$ cat src/rtl/bch_dec_ctrl.sv
// bch_dec_ctrl -- top-level sequencer for the hard-decision BCH decode path.
//
// Accepts one codeword job, latches its code configuration (n, t, m) and steps
// the datapath through syndrome calculation, a zero-syndrome check,
// Berlekamp-Massey and Chien search. It then reports a status and an error count.
//
// Handshakes: a transfer happens on a rising edge where valid and ready are
// both high. The producer holds valid and its payload until that edge, and the
// consumer may raise or lower ready freely. in_valid/in_ready carry the job
// (n, t, m). out_valid/out_ready carry the result (out_status, out_err_cnt).
// out_valid and the result stay stable until the transfer.
//
// Ports:
//   clk, rstn                  clock, asynchronous active-low reset
//   in_valid/in_ready, n,t,m   job request and its code configuration
//   n_r, t_r, m_r              latched configuration for the datapath
//   syn_start/syn_done         syndrome stage; syndromes = S1..S2T_MAX, S1 in LSBs
//   bm_start/bm_done           Berlekamp-Massey; bm_fail, bm_deg valid with done
//   chien_start/chien_done     Chien search; chien_root_cnt valid with done
//   out_valid/out_ready        result handshake
//   out_status                 00 clean, 01 corrected, 10 uncorrectable,
//                              11 config error or stage timeout
//   out_err_cnt                corrected error count (0 unless status 01)
//   busy                       high whenever the sequencer is not idle
//   state_dbg                  current FSM state, for observation
module bch_dec_ctrl #(
  parameter int T_MAX   = 4,
  parameter int M_MAX   = 10,
  parameter int TIMEOUT = 2047
) (
  input  logic                     clk,
  input  logic                     rstn,
  input  logic                     in_valid,
  output logic                     in_ready,
  input  logic [9:0]               n,
  input  logic [3:0]               t,
  input  logic [3:0]               m,
  output logic [9:0]               n_r,
  output logic [3:0]               t_r,
  output logic [3:0]               m_r,
  output logic                     syn_start,
  input  logic                     syn_done,
  input  logic [2*T_MAX*M_MAX-1:0] syndromes,
  output logic                     bm_start,
  input  logic                     bm_done,
  input  logic                     bm_fail,
  input  logic [3:0]               bm_deg,
  output logic                     chien_start,
  input  logic                     chien_done,
  input  logic [3:0]               chien_root_cnt,
  output logic                     out_valid,
  input  logic                     out_ready,
  output logic [1:0]               out_status,
  output logic [3:0]               out_err_cnt,
  output logic                     busy,
  output logic [2:0]               state_dbg
);

  localparam int WDW = $clog2(TIMEOUT + 1);

  typedef enum logic [2:0] {
    IDLE  = 3'd0,
    SYN   = 3'd1,
    CHK   = 3'd2,
    BM    = 3'd3,
    CHIEN = 3'd4,
    OUT   = 3'd5
  } state_t;

  state_t         state;
  logic [WDW-1:0] wd;
  logic [3:0]     deg_r;
  logic [15:0]    pow_m;
  logic           cfg_ok;
  logic           wd_expired;
  logic [M_MAX-1:0] bit_mask;
  logic           syn_nz;

  // in_ready and busy are pure decodes of the state register.
  assign in_ready  = (state == IDLE);
  assign busy      = (state != IDLE);
  assign state_dbg = state;

  // A job is decodable only for a supported field and a full-length code.
  assign pow_m  = 16'd1 << m;
  assign cfg_ok = (m >= 4'd3) && (int'(m) <= M_MAX) &&
                  ({6'd0, n} == (pow_m - 16'd1)) &&
                  (t != 4'd0) && (int'(t) <= T_MAX);

  // The watchdog holds at TIMEOUT for one cycle. A done in that cycle still
  // takes the normal transition, and only a missing done aborts the job.
  assign wd_expired = (wd == WDW'(TIMEOUT));

  // Zero check: only S1..S(2*t_r) matter, and only their low m_r bits. The
  // syndrome block keeps its outputs steady after syn_done.
  always_comb begin
    bit_mask = '0;
    for (int b = 0; b < M_MAX; b++) begin
      bit_mask[b] = (b < int'(m_r));
    end
    syn_nz = 1'b0;
    for (int i = 0; i < 2 * T_MAX; i++) begin
      if (i < 2 * int'(t_r)) begin
        syn_nz = syn_nz | (|(syndromes[i*M_MAX +: M_MAX] & bit_mask));
      end
    end
  end

  always_ff @(posedge clk or negedge rstn) begin
    if (!rstn) begin
      state       <= IDLE;
      wd          <= '0;
      deg_r       <= '0;
      n_r         <= '0;
      t_r         <= '0;
      m_r         <= '0;
      syn_start   <= 1'b0;
      bm_start    <= 1'b0;
      chien_start <= 1'b0;
      out_valid   <= 1'b0;
      out_status  <= 2'b00;
      out_err_cnt <= '0;
    end else begin
      // Start strobes are high only for the cycle after a stage is entered.
      syn_start   <= 1'b0;
      bm_start    <= 1'b0;
      chien_start <= 1'b0;

      case (state)
        IDLE: begin
          if (in_valid) begin
            n_r <= n;
            t_r <= t;
            m_r <= m;
            if (cfg_ok) begin
              state     <= SYN;
              syn_start <= 1'b1;
              wd        <= '0;
            end else begin
              state       <= OUT;
              out_valid   <= 1'b1;
              out_status  <= 2'b11;
              out_err_cnt <= '0;
            end
          end
        end

        SYN: begin
          if (syn_done) begin
            state <= CHK;
          end else if (wd_expired) begin
            state       <= OUT;
            out_valid   <= 1'b1;
            out_status  <= 2'b11;
            out_err_cnt <= '0;
          end else begin
            wd <= wd + 1'b1;
          end
        end

        CHK: begin
          if (syn_nz) begin
            state    <= BM;
            bm_start <= 1'b1;
            wd       <= '0;
          end else begin
            state       <= OUT;
            out_valid   <= 1'b1;
            out_status  <= 2'b00;
            out_err_cnt <= '0;
          end
        end

        BM: begin
          if (bm_done) begin
            if (bm_fail) begin
              state       <= OUT;
              out_valid   <= 1'b1;
              out_status  <= 2'b10;
              out_err_cnt <= '0;
            end else begin
              deg_r       <= bm_deg;
              state       <= CHIEN;
              chien_start <= 1'b1;
              wd          <= '0;
            end
          end else if (wd_expired) begin
            state       <= OUT;
            out_valid   <= 1'b1;
            out_status  <= 2'b11;
            out_err_cnt <= '0;
          end else begin
            wd <= wd + 1'b1;
          end
        end

        CHIEN: begin
          if (chien_done) begin
            state     <= OUT;
            out_valid <= 1'b1;
            // A locator whose degree differs from its root count is not
            // a valid error pattern.
            if (chien_root_cnt == deg_r) begin
              out_status  <= 2'b01;
              out_err_cnt <= deg_r;
            end else begin
              out_status  <= 2'b10;
              out_err_cnt <= '0;
            end
          end else if (wd_expired) begin
            state       <= OUT;
            out_valid   <= 1'b1;
            out_status  <= 2'b11;
            out_err_cnt <= '0;
          end else begin
            wd <= wd + 1'b1;
          end
        end

        OUT: begin
          if (out_ready) begin
            state       <= IDLE;
            out_valid   <= 1'b0;
            out_status  <= 2'b00;
            out_err_cnt <= '0;
          end
        end

        default: state <= IDLE;
      endcase
    end
  end

endmodule

$ cat config.mk
export PLATFORM = sky130hd
export DESIGN_NAME = bch_dec_ctrl
export DESIGN_NICKNAME = d
export VERILOG_FILES = /design/src/rtl/bch_dec_ctrl.sv
export SDC_FILE = /design/constraint.sdc
export NUM_CORES = 1
export LEC_CHECK = 0
export CAP_MARGIN = 20
export CORE_ASPECT_RATIO = 1.75
export CORE_MARGIN = 2
export CORE_UTILIZATION = 25
export CTS_CLUSTER_SIZE = 14
export DETAILED_ROUTE_END_ITERATION = 10
export GPL_TIMING_DRIVEN = 0
export HOLD_SLACK_MARGIN = 0.03
export PLACE_DENSITY = 0.5
export SYNTH_ARGS = -nofsm -noshare
export SYNTH_HDL_FRONTEND = slang
export SYNTH_SLANG_ARGS = --single-unit
$ cat constraint.sdc
create_clock -name clk -period 2.8 [get_ports clk]
set_clock_uncertainty 0.2 [all_clocks]
set_input_delay 0.56 -clock clk [delete_from_list [all_inputs] [get_ports clk]]
set_output_delay 0.56 -clock clk [all_outputs]
set_load 0.005 [all_outputs]
# == Yosys cells after proc, flatten, opt, wreduce, memory -nomap -nowiden ==
# Cells that the tools add are included.
# word_totals
regBits,46
latchBits,0
ram_bits,0
romBits,0
input_bits,114
output_inout_bits,33
mem_count,0
# op_classes
addsub,2
multipliers,0
div_mod_pow,0
order_cmp,21
eq_ne,18
shift,1
n_mux,67
bitwise,16
reduce_logical,22
# ops
operator,n
$mux 11,8
$and 10x10->10,8
$reduce_or 10->1,8
$pmux 11 s5,1
$mux 4,10
$mux 1,26
$mux 3,8
$pmux 4 s6,1
$lt 3x5->1 const A,4
$mux 2,10
$pmux 3 s6,1
$eq 10x16->1,1
$lt 3x4->1 const A,4
$shl 1x4->16 const A,1
$sub 16x1->16 const B,1
$ne 2x2->1 const B,7
$reduce_and 7->1,2
$pmux 2 s6,1
$add 11x1->11 const B,1
$eq 11x11->1 const B,1
$lt 1x5->1 const A,2
$lt 2x5->1 const A,2
$lt 1x4->1 const A,2
$lt 2x4->1 const A,2
21 further kinds,35

# == Longest topological paths before layout ==
# Gate-level depths: netlist of run 1.
# logic_depth
word_depth,20
depth_mapped,15
depth_no_buf,11

# == Least setup slack after synthesis of run 1 ==
# No wires, ideal clock.
# synth_path
path_kind,input -> register
start,input m[3]
end,register wd[3]
t_arrival_ns,3.138
slack_ns,-0.656
stages,14
cell_sequence,clkbuf_1 clkbuf_1 nor2_1 nand3_1 ha_1 buf_2 or4_1 mux2_2 a2bb2oi_1 nor3b_1 nand4_1 o211a_1 nand3b_1 a21o_1
# synth_between
elab_chain_cells,8
elab_cells_between_ends,11
cone_classes,add/sub (1); order compare (2); eq/ne (2); shift (1); reduce/logical (5)
# synth_rtl
element,line_no,text
"start, declared",37,"input logic [3:0] m,"
$shl 1x4->16,85,assign pow_m = 16'd1 << m;
$sub 16x1->16,87,"({6'd0, n} == (pow_m - 16'd1)) &&"
$eq 10x16->1,87,
$logic_and 1x1->1 (*),86,assign cfg_ok = (m >= 4'd3) && (int'(m) <= M_MAX) &&
$logic_and 1x1->1 (*),87,
$logic_and 1x1->1 (*),88,(t != 4'd0) && (int'(t) <= T_MAX);
$ne 2x1->1 (no source line) (*),--,
$reduce_and 7->1 (no source line) (*),--,
"end signal, assigned",157,wd <= wd + 1'b1;
"end signal, assigned",193,wd <= wd + 1'b1;
"end signal, assigned",216,wd <= wd + 1'b1;
"end, declared",71,logic [WDW-1:0] wd;
# Every way passes the cells marked *; elsewhere a longest branch is shown, timed or not.
# A chain may end at the register's enable or synchronous reset.

# == Worst setup path in the final report of run 1 ==
# layout_path
start,input m[3]
end,register wd[1]
# Same word-level chain as after synthesis.

==> reports/metrics.cfg, run 1 <==
[sta]
max_slew_margin_pct = 30.5
slew_viol_final = 0
finalSetupViolations = 19
worst_slack_ps = -330
fin_crit_ps = 3130
hold_viol = 0
fin_crit_sh_pct = 112
worst-slew-pin-transition_ps = 1030
rsz0062_at_grt = yes
clock.fmax_mhz = 320

[synthesis]
synth_top_area_share_pct = 32.4
async_flop_share_pct = 100
netlist_area_sq_um = 3560
synth_nets = 543
yosysWarnings = 0
synth_cell_types = 67
synth_edf_count = 0
ys_seq_area_share_pct = 32.4
avgSynthCellArea_sq_um = 8.33
netlist_top_cells_area = dfrtp_1 (32%), mux2_2 (6.0%), nor2_1 (5.3%), o21ai_0 (4.9%), a21oi_1 (3.0%)
synth-main-ff-cell = dfrtp_1
synth_seq_cells = 46
synth_top_area_cell = dfrtp_1
syn_inst = 427

[critical_path]
critPathMaxFanout = 6
critical_path_class = input pin to flip-flop
required_ps = 2790
start_kind = input pin
end_kind = flip-flop
cp.arrival_ps = 3120

[route]
wl_um = 14700
wl_per_cell_um = 18.8
vias = 4155
drtIter0Drc = 157
drcViolationCount = 0
first_pass_iters = 4
vias_per_cell = 5.31
drtAntennaViolNets = 0

[clock_network]
cts.clk_slew.worst_paths_ps = 70
clock_latency_ps = 290
cts_tree = done
numClockSinks = 46
root_buffer = clkbuf_16
clockBufferDepth = 2
numCtsBuffers = 5
holdBufCountCts = 0
h-tree-depth = 2

[run]
max_cap_violations = 0

[placed_design]
hpwl_um = 11000
numPortBuffers = 143
placedCellCount = 748
routabilityCongestion = 0.887

[grt]
grt_pass1_vias = 4314
grt_pass1_wl_um = 22400
antenna_found_initial = 0
grt_use_total_pct = 18.7
grt_overflow = 0
grt_max_degree = 29

[pwr]
ir_drop_mv = 0.466
leakage_nw = 2.33
finalPower_mw = 5.13
power.density_nw_per_um2 = 849

[layout]
utilization_pct = 43.5
diodes = 0
area_delta_synth_final_pct = 70.1
nets = 721
drive_above_1_share_pct = 22.8
instances_no_fill = 783

[die]
die_height_um = 162
core-area_sq_um = 13900
die_area_sq_um = 15200
start_util_pct = 25.6
die_w_um = 94.2
rows = 57
pin_count = 147

[outcome]
violations = negative setup slack
status = complete, but fails checks

[min_path]
min_path_type = input pin to async pin

-- Yosys cell counts (5+ instances only) --
cell,number
clkbuf_1,16
nor4_1,9
nand3_1,12
and3_1,5
a21o_1,6
nor2_1,50
or3_1,5
a221oi_1,5
a2bb2oi_1,5
buf_2,7
o22ai_1,10
nand2_1,24
nor3_1,10
o31ai_1,9
mux2_2,19
a21oi_1,21
inv_1,23
nand4_1,9
dfrtp_1,46
a211oi_1,9
o21ai_0,35
-- sequential cells by signal, indices dropped and copies added (netlist names) --
| register | count |
|---|---|
| wd | 11 |
| n_r | 10 |
| deg_r | 4 |
| m_r | 4 |
| out_err_cnt | 4 |
| t_r | 4 |
| state_dbg | 3 |
| out_status | 2 |
| bm_start | 1 |
| chien_start | 1 |
| out_valid | 1 |
| syn_start | 1 |
-- layout by cell type (no fill, tap or decap), types with 11 or more instances in the layout --
cell             count
buf_4               24
mux2_2              18
o21ai_0             30
nor2_1              47
nand2_1             22
clkdlybuf4s50_1    128
buf_6               13
a21oi_1             18
dlygate4sd2_1       12
dfrtp_1             44
inv_1               21
nand3_1             11
-- where the power goes --
group	internal, mW	switching [mW]
registers	0.905	0.195
clock network	0.337	0.291
logic	1.71	1.70
-- area by class of cell --
| class | instances | area, sq um |
|---|---|---|
| timing repair buffer | 173 | 1700 |
| buffer | 24 | 219 |
| sequential | 46 | 1150 |
| clock inverter | 3 | 25.0 |
| tap | 177 | 221 |
| clock buffer | 5 | 125 |
| fill | 1354 | 7860 |
| inverter | 24 | 93.8 |
| multi-input combinational | 331 | 2510 |
-- per-layer routing --
| layer | track usage (%) | share of wire [%] | vias up |
|---|---|---|---|
| met5 | 0 | 0 | - |
| met4 | 6.65 | 1.7 | 0 |
| met3 | 3.39 | 6.1 | 17 |
| met2 | 37.0 | 57 | 171 |
| met1 | 18.7 | 35 | 1990 |
| li1 | - | - | 1977 |
-- through the flow --
stage / area, sq um / worst slack [ps] / hold WS [ps] / setup TNS (ps)
after floorplan: 3610 / -492 / 64.4 / -7500
after CTS: 5970 / -290 / 39.0 / -4270
after global routing: 6050 / -448 / 59.0 / -7140
after global placement: 5260 / -1260 / 266 / -49240
final: 6050 / -330 / 17.7 / -4980
after detailed placement: 5270 / -1270 / 274 / -24030
-- path summary, 6_finish.rpt --
| path | from | endpoint | slack, ps | cells past startpoint |
|---|---|---|---|---|
| max reg2reg | m_r[2] | out_err_cnt[1] | -240 | 11 |
| min in group clk | wd[9] | wd[9] | 290 | 1 |
| min reg2reg | wd[9] | wd[9] | 290 | 1 |
| max in group asynchronous | rstn | n_r[9] | 1850 | 2 |
| min | rstn | wd[8] | 20 | 1 |
| max | m[3] | wd[1] | -330 | 15 |
-- worst max-delay path, cell delays in order --
cell,delay (ps)
clkbuf_16,120
clkbuf_16,140
nor2_4,100
nand3_2,110
ha_4,200
buf_6,120
nor2b_4,130
o31ai_2,250
o31ai_2,130
a2111oi_2,370
nand4_1,250
o21ai_4,200
buf_12,150
o21ai_4,90
a21o_1,200
-- logic make-up (layout without fill, tap and decap cells) --
kind of cell               after synthesis  count (layout)  share of synthesized area [%]
muxes                                   20              20                           6.30
adders and majority gates                2               2                          0.704
buffers and inverters                   51             229                           6.37
AOI/OAI and AO/OA                      153             154                           31.4
DFF                                     46              46                           32.4
xor gates and xnor gates                 4               4                          0.985
and+or+nand+nor                        151             151                           21.9
-- repair_timing --
item	in CTS	in global routing
resized for setup	97	15
gates cloned	1	0
endpoints found under the setup margin	24	23
pin swaps	38	7
setup buffers	27	3
Note: power is estimated with default switching activity, not from simulation.
==> run 2: changes to the inputs <==
- TNS_END_PERCENT: default -> 50
==> run 2 against run 1 <==
The flow still finishes with violations (negative setup slack). Register-to-register slack got worse by 20 ps. Flip-flop and latch count did not move. First-iteration DRC count increased by 11%. Global-route usage shrank 0.16 points. Design area decreased by 2.6%. Worst hold slack improved by 270 ps. Critical endpoint is now out_status[0].
==> reports/metrics.cfg, run 2 (synthesis gave the netlist of run 1 again) <==
[sta]
tns_ps = -4310
fin_crit_sh_pct = 111
worst_slack_ps = -297
hold_viol = 0
clock.fmax_mhz = 323
worst-slew-pin-transition_ps = 722
fin_crit_ps = 3100
slew_viol_final = 0
rsz0062_at_grt = yes
finalSetupViolations = 18
max_slew_margin_pct = 51.8

[route]
drtIter0Drc = 174
vias = 4086
vias_per_cell = 5.29
wl_um = 14300
first_pass_iters = 4
drtAntennaViolNets = 0
drcViolationCount = 0
wl_per_cell_um = 18.5

[clock_network]
h-tree-depth = 2
cts_tree = done
numClockSinks = 46
numCtsBuffers = 5
clockBufferDepth = 2
cts.clk_slew.worst_paths_ps = 70
root_buffer = clkbuf_16
clock_latency_ps = 290

[layout]
largest_reg_flops = 11
area_delta_synth_final_pct = 65.6
regMostFlops = wd
reg.largest.list = wd (11), n_r (10)
n_fill_cell = 1395
final_area_sq_um = 5890
diodes = 0
layout_common_cells = clkdlybuf4s50_1 (134), nor2_1 (47), dfrtp_1 (45)
drive_above_1_share_pct = 19.3
instances_no_fill = 773
nets = 711
utilization_pct = 42.3
final_common_cell = clkdlybuf4s50_1

[placed_design]
place_area_sq_um = 5270
hpwl_um = 11000
numPortBuffers = 143
routabilityCongestion = 0.873
placedCellCount = 748

[die]
start_util_pct = 25.6
pin_count = 147
core-area_sq_um = 13900
die_w_um = 94.2
die_area_sq_um = 15200
die_height_um = 162
rows = 57

[critical_path]
slowest_delay_ps = 430
start_kind = input pin
rr_worst_depth = 12
crit_path_frequent_cell = clkbuf_16
end_kind = flip-flop
rr_endpoint = out_err_cnt[1]
critPathMaxFanout = 6
cp_slowest_cell = or4_4
critical_path_class = input pin to flip-flop
crit_chain = clkbuf_16 > clkbuf_16 > nor2_4 > nand3_2 > ha_4 > or4_4 > mux2_4 > a2bb2oi_4 > nor3b_2 > nand4_1 > o21ai_4 > buf_6 > a211oi_2 > a2bb2oi_2
reg2reg_slack_ps = -260
rr_startpoint = m_r[2]
required_ps = 2770
cp.arrival_ps = 3070

[grt]
grt_pass1_vias = 4187
grt_overflow = 0
grt_use_total_pct = 18.5
grt_pass1_wl_um = 22100
antenna_found_initial = 0
grt_max_degree = 37

[min_path]
min_path_type = flip-flop to flip-flop
min_delay_path_depth = 2
hold_path_startpoint = deg_r[2]
holdPathEnd = out_err_cnt[2]

[pwr]
finalPower_mw = 4.90
ir_drop_mv = 0.531
power.density_nw_per_um2 = 832
leakage_nw = 2.25

[run]
max_cap_violations = 0

[outcome]
status = complete, but fails checks
violations = negative setup slack

-- run 2: cell count changes in the layout (fill, tap and decap cells not counted), sizes merged --
| cell | delta |
|---|---|
| buf | -12 |
| bufinv | +1 |
| clkbuf | +1 |
| clkdlybuf4s50 | +6 |
| clkinvlp | -2 |
| dlygate4sd2 | -6 |
| dlygate4sd3 | +1 |
| inv | +1 |
-- run 2: cell type report --
cell class,count,area (sq um),area share [%]
buffer,26,231,3.93
sequential,46,1150,19.6
multi-input combinational,331,2450,41.6
clock buffer,5,125,2.12
clock inverter,3,43.8,0.744
tap,177,221,3.76
timing repair buffer,161,1570,26.7
inverter,24,90.1,1.53
-- run 2: where the power goes --
group / switching (mW) / internal, mW
registers: 0.188 / 0.904
clock network: 0.279 / 0.424
logic: 1.59 / 1.51
total: 2.06 / 2.84
-- run 2: routing by layer --
metal,track usage (%),part of all wire (%),vias to the layer above
li1,-,-,1955
met1,18.7,34,1943
met2,37.8,57,169
met3,2.78,6.0,19
met4,5.14,2.3,0
met5,0,0,-
-- run 2: stage by stage --
step / setup WS (ps) / hold WS [ps]
global placement: -1310 / 268
finish: -297 / 288
floorplan: -496 / 64.4
CTS: -300 / 293
detailed placement: -1360 / 265
global route: -443 / 307
-- run 2: worst max path at each step --
| stage | start | endpoint | slack (ps) | cells past startpoint |
|---|---|---|---|---|
| floorplan | m[3] | wd[7] | -500 | 14 |
| global placement | m[2] | wd[7] | -1310 | 14 |
| detailed placement | m[2] | wd[7] | -1360 | 14 |
| CTS | m_r[2] | out_err_cnt[1] | -300 | 12 |
| global route | m[3] | out_status[0] | -440 | 14 |
| finish | m[3] | out_status[0] | -300 | 14 |
-- run 2: repair_timing --
action	in CTS	in global routing
endpoints found under the setup margin	24	34
resized for setup	74	13
pin swaps	36	12
gates cloned	1	0
buffers inserted	16	0
hold buffers	1	0
hold endpoints to repair	10	0
-- run 2: worst max-delay path: cells and delay by family --
| kind | cells | cell delay [ps] |
|---|---|---|
| compound gates | 4 | 610 |
| fa+ha+maj | 1 | 200 |
| buf+inv | 3 | 420 |
| mux | 1 | 300 |
| simple gates | 5 | 960 |
